==> src/rtl/data_bus_initiator_pkg.sv <==
// Shared constants for the data bus initiator: RV32I load/store funct3 encodings
// and the access-size decode used by both the request encoder and the response aligner.
package data_bus_initiator_pkg;

    localparam logic [2:0] F3_LB  = 3'b000;
    localparam logic [2:0] F3_LH  = 3'b001;
    localparam logic [2:0] F3_LW  = 3'b010;
    localparam logic [2:0] F3_LBU = 3'b100;
    localparam logic [2:0] F3_LHU = 3'b101;
    localparam logic [2:0] F3_SB  = 3'b000;
    localparam logic [2:0] F3_SH  = 3'b001;
    localparam logic [2:0] F3_SW  = 3'b010;

    typedef enum logic [1:0] {
        SIZE_BYTE = 2'b00,
        SIZE_HALF = 2'b01,
        SIZE_WORD = 2'b10
    } access_size_e;

    // funct3[2] only selects zero-extension on loads, so size lives in the low two bits.
    function automatic access_size_e size_of(input logic [2:0] funct3);
        case (funct3[1:0])
            2'b00:   return SIZE_BYTE;
            2'b01:   return SIZE_HALF;
            default: return SIZE_WORD;
        endcase
    endfunction

endpackage

==> src/rtl/data_bus_initiator_load_tag_fifo.sv <==
// Synchronous FIFO holding per-load metadata between bus issue and bus response.
// A push into a full FIFO is honoured only when a pop happens in the same cycle.
module load_tag_fifo #(
    parameter int WIDTH = 8,
    parameter int DEPTH = 4
) (
    input  logic                   clock,
    input  logic                   reset,
    input  logic                   push,
    input  logic [WIDTH-1:0]       push_data,
    input  logic                   pop,
    output logic [WIDTH-1:0]       pop_data,
    output logic                   full,
    output logic                   empty,
    output logic [$clog2(DEPTH):0] count
);

    localparam int PTR_W = (DEPTH > 1) ? $clog2(DEPTH) : 1;
    localparam int CNT_W = $clog2(DEPTH) + 1;

    logic [PTR_W-1:0] wr_ptr_q, wr_ptr_d;
    logic [PTR_W-1:0] rd_ptr_q, rd_ptr_d;
    logic [CNT_W-1:0] count_q, count_d;
    logic [WIDTH-1:0] mem_q [DEPTH];
    logic             do_push;
    logic             do_pop;

    function automatic logic [PTR_W-1:0] next_ptr(input logic [PTR_W-1:0] p);
        return (p == PTR_W'(DEPTH - 1)) ? '0 : p + PTR_W'(1);
    endfunction

    assign full     = (count_q == CNT_W'(DEPTH));
    assign empty    = (count_q == '0);
    assign count    = count_q;
    assign pop_data = mem_q[rd_ptr_q];
    assign do_pop   = pop && !empty;
    assign do_push  = push && (!full || do_pop);

    always_comb begin
        wr_ptr_d = wr_ptr_q;
        rd_ptr_d = rd_ptr_q;
        count_d  = count_q;
        if (do_push) wr_ptr_d = next_ptr(wr_ptr_q);
        if (do_pop)  rd_ptr_d = next_ptr(rd_ptr_q);
        case ({do_push, do_pop})
            2'b10:   count_d = count_q + CNT_W'(1);
            2'b01:   count_d = count_q - CNT_W'(1);
            default: count_d = count_q;
        endcase
    end

    always_ff @(posedge clock or posedge reset) begin
        if (reset) begin
            wr_ptr_q <= '0;
            rd_ptr_q <= '0;
            count_q  <= '0;
        end else begin
            wr_ptr_q <= wr_ptr_d;
            rd_ptr_q <= rd_ptr_d;
            count_q  <= count_d;
        end
    end

    // Storage needs no reset: entries are only read once count says they were written.
    always_ff @(posedge clock) begin
        if (do_push) mem_q[wr_ptr_q] <= push_data;
    end

endmodule

==> src/rtl/data_bus_initiator.sv <==
// Core-side data bus initiator: encodes load/store requests onto the bus with zero added
// latency, tracks outstanding loads in order, and aligns/extends returned load data.
module data_bus_initiator
    import data_bus_initiator_pkg::*;
#(
    parameter int MAX_OUTSTANDING = 4,
    parameter int TAG_WIDTH       = 5
) (
    input  logic                 clock,
    input  logic                 reset,
    input  logic                 req_valid,
    output logic                 req_ready,
    input  logic                 req_write,
    input  logic [2:0]           req_funct3,
    input  logic [31:0]          req_address,
    input  logic [31:0]          req_store_data,
    input  logic [TAG_WIDTH-1:0] req_tag,
    output logic                 resp_valid,
    output logic [31:0]          resp_data,
    output logic [TAG_WIDTH-1:0] resp_tag,
    output logic                 misaligned,
    output logic                 protocol_error,
    output logic [31:0]          bus_address,
    output logic [31:0]          bus_write_data,
    output logic [3:0]           bus_byte_enable,
    output logic                 bus_read_enable,
    output logic                 bus_write_enable,
    input  logic                 bus_wait_req,
    input  logic [31:0]          bus_read_data,
    input  logic                 bus_valid
);

    localparam int META_W = TAG_WIDTH + 3 + 2;
    localparam int CNT_W  = $clog2(MAX_OUTSTANDING) + 1;

    access_size_e         req_size;
    logic [1:0]           req_off;
    logic                 addr_misaligned;
    logic                 fifo_full;
    logic                 fifo_at_capacity;
    logic                 fifo_empty;
    logic [CNT_W-1:0]     fifo_count;
    logic                 load_push;
    logic                 resp_fire;
    logic [META_W-1:0]    fifo_head;
    logic [TAG_WIDTH-1:0] head_tag;
    logic [2:0]           head_funct3;
    logic [1:0]           head_off;
    logic [31:0]          shifted;
    logic                 protocol_error_q, protocol_error_d;

    assign req_size = size_of(req_funct3);
    assign req_off  = req_address[1:0];

    always_comb begin
        addr_misaligned = 1'b0;
        bus_byte_enable = 4'b1111;
        bus_write_data  = req_store_data;
        case (req_size)
            SIZE_BYTE: begin
                bus_byte_enable = 4'b0001 << req_off;
                bus_write_data  = {4{req_store_data[7:0]}};
            end
            SIZE_HALF: begin
                addr_misaligned = req_off[0];
                bus_byte_enable = req_off[1] ? 4'b1100 : 4'b0011;
                bus_write_data  = {2{req_store_data[15:0]}};
            end
            default: begin
                addr_misaligned = (req_off != 2'b00);
            end
        endcase
    end

    // A pop in this cycle frees a slot, so a load may issue into a FIFO that looks full.
    assign fifo_full        = fifo_at_capacity && !bus_valid;
    assign misaligned       = req_valid && addr_misaligned;
    assign bus_address      = {req_address[31:2], 2'b00};
    assign bus_read_enable  = req_valid && !req_write && !misaligned && !fifo_full;
    assign bus_write_enable = req_valid && req_write && !misaligned;
    assign req_ready        = misaligned || (!bus_wait_req && (req_write || !fifo_full));
    assign load_push        = bus_read_enable && !bus_wait_req;
    assign resp_fire        = bus_valid && (fifo_count != '0);

    load_tag_fifo #(
        .WIDTH (META_W),
        .DEPTH (MAX_OUTSTANDING)
    ) u_load_tag_fifo (
        .clock     (clock),
        .reset     (reset),
        .push      (load_push),
        .push_data ({req_tag, req_funct3, req_off}),
        .pop       (resp_fire),
        .pop_data  (fifo_head),
        .full      (fifo_at_capacity),
        .empty     (fifo_empty),
        .count     (fifo_count)
    );

    assign head_tag    = fifo_head[META_W-1 -: TAG_WIDTH];
    assign head_funct3 = fifo_head[4:2];
    assign head_off    = fifo_head[1:0];
    assign shifted     = bus_read_data >> {head_off, 3'b000};

    always_comb begin
        resp_data = shifted;
        case (size_of(head_funct3))
            SIZE_BYTE: resp_data = {{24{!head_funct3[2] && shifted[7]}}, shifted[7:0]};
            SIZE_HALF: resp_data = {{16{!head_funct3[2] && shifted[15]}}, shifted[15:0]};
            default:   resp_data = shifted;
        endcase
    end

    assign resp_valid = resp_fire;
    assign resp_tag   = head_tag;

    // A response with nothing outstanding means the responder and initiator disagree; latch it.
    always_comb begin
        protocol_error_d = protocol_error_q || (bus_valid && fifo_empty);
    end

    always_ff @(posedge clock or posedge reset) begin
        if (reset) protocol_error_q <= 1'b0;
        else       protocol_error_q <= protocol_error_d;
    end

    assign protocol_error = protocol_error_q;

endmodule
==> config.mk <==
export PLATFORM = sky130hd
export DESIGN_NAME = data_bus_initiator
export DESIGN_NICKNAME = d
export VERILOG_FILES = /design/src/rtl/data_bus_initiator_pkg.sv /design/src/rtl/data_bus_initiator_load_tag_fifo.sv /design/src/rtl/data_bus_initiator.sv
export SDC_FILE = /design/constraint.sdc
export NUM_CORES = 1
export LEC_CHECK = 0
export ABC_AREA = 1
export ABC_CLOCK_PERIOD_IN_PS = 2700
export BUFFER_PORTS_ARGS = -buffer_cell sky130_fd_sc_hd__buf_2
export CAP_MARGIN = 20
export CORE_UTILIZATION = 44
export CTS_CLUSTER_DIAMETER = 60
export DETAILED_ROUTE_END_ITERATION = 10
export GPL_ROUTABILITY_DRIVEN = 1
export MAX_ROUTING_LAYER = met4
export PLACE_DENSITY = 0.82
export SYNTH_ARGS = -nofsm -noshare
export SYNTH_HDL_FRONTEND = slang
export SYNTH_SLANG_ARGS = --single-unit
==> constraint.sdc <==
create_clock -name clock -period 2.7 [get_ports clock]
set_input_delay 0.135 -clock clock [delete_from_list [all_inputs] [get_ports clock]]
set_output_delay 0.135 -clock clock [all_outputs]
set_load 0.01 [all_outputs]
==> results.sh <==
export IMPL_drtIter0Drc=263
export IMPL_finalClockSkew_ns=0.00652
export IMPL_ys_flop_type="edfxtp_1"
export IMPL_cp_slowest_stage_delay_ns=0.49
export IMPL_max_freq_ghz=0.400
export IMPL_startpoint_type="flip-flop"
export IMPL_final_period_utilization_pct=92.6
export IMPL_cts_buffer_depth=2
export IMPL_power_density_nw_per_um2=1070
export IMPL_postRouteAntennaNets=0
export IMPL_boundaryPins=221
export IMPL_drt_wl_total_mm=10.7
export IMPL_clkLatencyLatePin_ns=0.30
export IMPL_cts_tree="built"
export IMPL_ys_warn_count=0
export IMPL_drcViolationCount=0
export IMPL_vias_per_cell=5.32
export IMPL_period_minus_slack_ns=2.50
export IMPL_path_buf_inv=3
export IMPL_ys_async_sr_fraction_pct=16.7
export IMPL_antenna_found_initial=1
export IMPL_fp_dieH_um=92.7
export IMPL_ff2ff_setup_slack_ns=0.58
export IMPL_arrival_ns=2.36
export IMPL_fin_setup_tns_ns=0
export IMPL_final_net_count=686
export IMPL_finalPower_mw=4.65
export IMPL_hold_viol_final=0
export IMPL_grt_pass1_vias=3197
export IMPL_synth_edf_count=40
export IMPL_cap_viol_max_count=0
export IMPL_initial_core_util_pct=46.2
export IMPL_final_max_slew_viol_count=0
export IMPL_setup_viol=0
export IMPL_fin_ws_ns=0.201
export IMPL_netlist_area_leader_share_pct=33.2
export IMPL_critPathRequiredTime_ns=2.57
export IMPL_p_leak_nw=2.24
export IMPL_place_ws_ns=0.396
export IMPL_ys_ff_latch=48
export IMPL_drive_gt1_share_pct=36.8
export IMPL_cp_cell_sequence="inv_2 -> nand3_1 -> nand2_4 -> inv_4 -> nand2_2 -> nand4_4 -> nand3_1 -> buf_2"
export IMPL_cp_max_fo=24
export IMPL_ys_types=34
export IMPL_grt_overflow=0
export IMPL_fill_cells=746
export IMPL_place_gp_congestion=0.969
export IMPL_layout_cells_non_filler=673
export IMPL_vias=3583
export IMPL_outcome="finished, final reports clean"
export IMPL_die_width_um=92.7
export IMPL_wl_per_cell_um=16.0
export IMPL_h_tree_depth=2
export IMPL_min_path_type="input pin to flip-flop"
export IMPL_syn_inst=452
export IMPL_cp_common_cell="nand3_1"
export IMPL_rsz0062_at_grt="false"
export IMPL_endpoint_kind="primary output"
export IMPL_ys_top_cells_by_area="edfxtp_1 33%, nand2_1 13%, buf_4 8.5%, dfrtp_1 5.5%, nand3_1 4.8%"
export IMPL_cts_sinks=48
export IMPL_clk_pin_slew_worst_paths_ns=0.09
export IMPL_gr_usage_all_layers_pct=25.0
export IMPL_area_growth_pct=20.0
export IMPL_row_count=32
export IMPL_dr_pass1_iters=4
export IMPL_ys_seq_area_share_pct=38.7
export IMPL_vdd_drop_max_mv=0.434
export IMPL_dp_cells=662
export IMPL_numCtsBuffers=5
export IMPL_grt_pass1_wl_mm=16.0
export IMPL_cp_slowest_cell="dfrtp_1"
export IMPL_mappedNetlistArea_um2=3620
export IMPL_syn_avg_cell_area_um2=8.01
export IMPL_fp_coreArea_um2=7850
export IMPL_crit_type="flip-flop to primary output"
export IMPL_grt_max_degree=33
export IMPL_dieArea_um2=8600
export IMPL_root_buffer="clkbuf_8"
export IMPL_synth_top_area_cell="edfxtp_1"
export IMPL_critical_path_top_delay_family="simple AND/OR/NAND/NOR gates"
export IMPL_dpl_hpwl_mm=8.45
export IMPL_portBuffers=158
## registers in the layout (all words and copies together), names as in the netlist
name                      count
u_load_tag_fifo.mem_q        40
u_load_tag_fifo.wr_ptr_q      2
u_load_tag_fifo.rd_ptr_q      2
protocol_error                1
u_load_tag_fifo.count         3
## through the flow
stage | hold slack [ns] | util [%] | area (um^2)
6_report | 0.0489 | 55.4 | 4350
5_1_grt | 0.0478 | 55.4 | 4350
4_1_cts | 0.0467 | 54.9 | 4310
3_5_place_dp | 0.108 | 53.4 | 4190
3_3_place_gp | 0.0906 | 53.4 | 4190
2_1_floorplan | -0.0493 | - | 3630
## what timing repair did
item                                   CTS  global route
endpoints found under the hold margin    8             0
hold buffers                             1             0
resized for setup                        0             5
setup endpoints to repair                0            28
setup buffers                            0             0
## placed cells by master, fill, tap and decap left out, types with 6 or more instances in the layout
master and n:
buf_2 158, nand3_1 34, edfxtp_1 40, o21ai_1 6, dfrtp_1 8, inv_1 34, o211ai_1 20, nand3_2 18
nor2_1 31, nand2_1 123, o22ai_1 12, ha_1 6, buf_4 10, o21ai_0 34
## cells in the mapped netlist, types with 4 or more instances
cell type    n
buf_2        9
buf_4       41
o211ai_1    20
buf_6        5
o21ai_0     34
inv_2        4
o21ai_1      6
nand3_1     35
inv_1       34
o22ai_1     12
nor2_1      31
nand2_4      4
edfxtp_1    40
clkbuf_1     5
nand3_2     17
nand2_1    123
dfrtp_1      8
ha_1         6
## routing by layer
| metal | track usage [%] | wire [um] |
|---|---|---|
| met5 | - | 0 |
| met3 | 7.88 | 1120 |
| met2 | 38.3 | 4790 |
| met4 | 8.72 | 309 |
| met1 | 31.3 | 4510 |
## worst paths after layout
path	from	to	cells after the start
worst max-delay path	u_load_tag_fifo.rd_ptr_q[1]	resp_data[16]	8
worst max register to register	u_load_tag_fifo.count[0]	u_load_tag_fifo.count[2]	11
worst min register to register	protocol_error	protocol_error	1
worst min-delay path	req_tag[4]	u_load_tag_fifo.mem_q[3][9]	1
max in group asynchronous	reset	u_load_tag_fifo.rd_ptr_q[1]	3
min in group asynchronous	reset	u_load_tag_fifo.count[2]	3
## cell families (layout without fill, tap and decap cells)
family	Yosys count	in the layout	synth area share [%]
XOR/XNOR	2	2	0.484
AO/OA/AOI/OAI	76	76	12.4
AND/OR/NAND/NOR	218	219	29.6
buffers and inverters	100	216	16.0
adder cells (fa/ha/maj)	7	7	2.63
other	1	3	0.104
flip-flops	48	48	38.7
## area by class of cell
class	count	area (um^2)	share of cell area, %
Multi-Input combinational cell	306	1680	38.6
Antenna cell	1	2.50	0.0576
Sequential cell	48	1400	32.2
Clock buffer	5	68.8	1.58
Clock inverter	3	42.5	0.979
Inverter	39	151	3.48
Timing Repair Buffer	169	876	20.2
Tap cell	102	128	2.94
## power breakdown
group          switching (mW)  internal, mW
Combinational            2.07          1.12
Sequential             0.0778         0.883
Clock                   0.224         0.274
Total                    2.37          2.28
No activity file was read; power rests on OpenSTA's default activity.
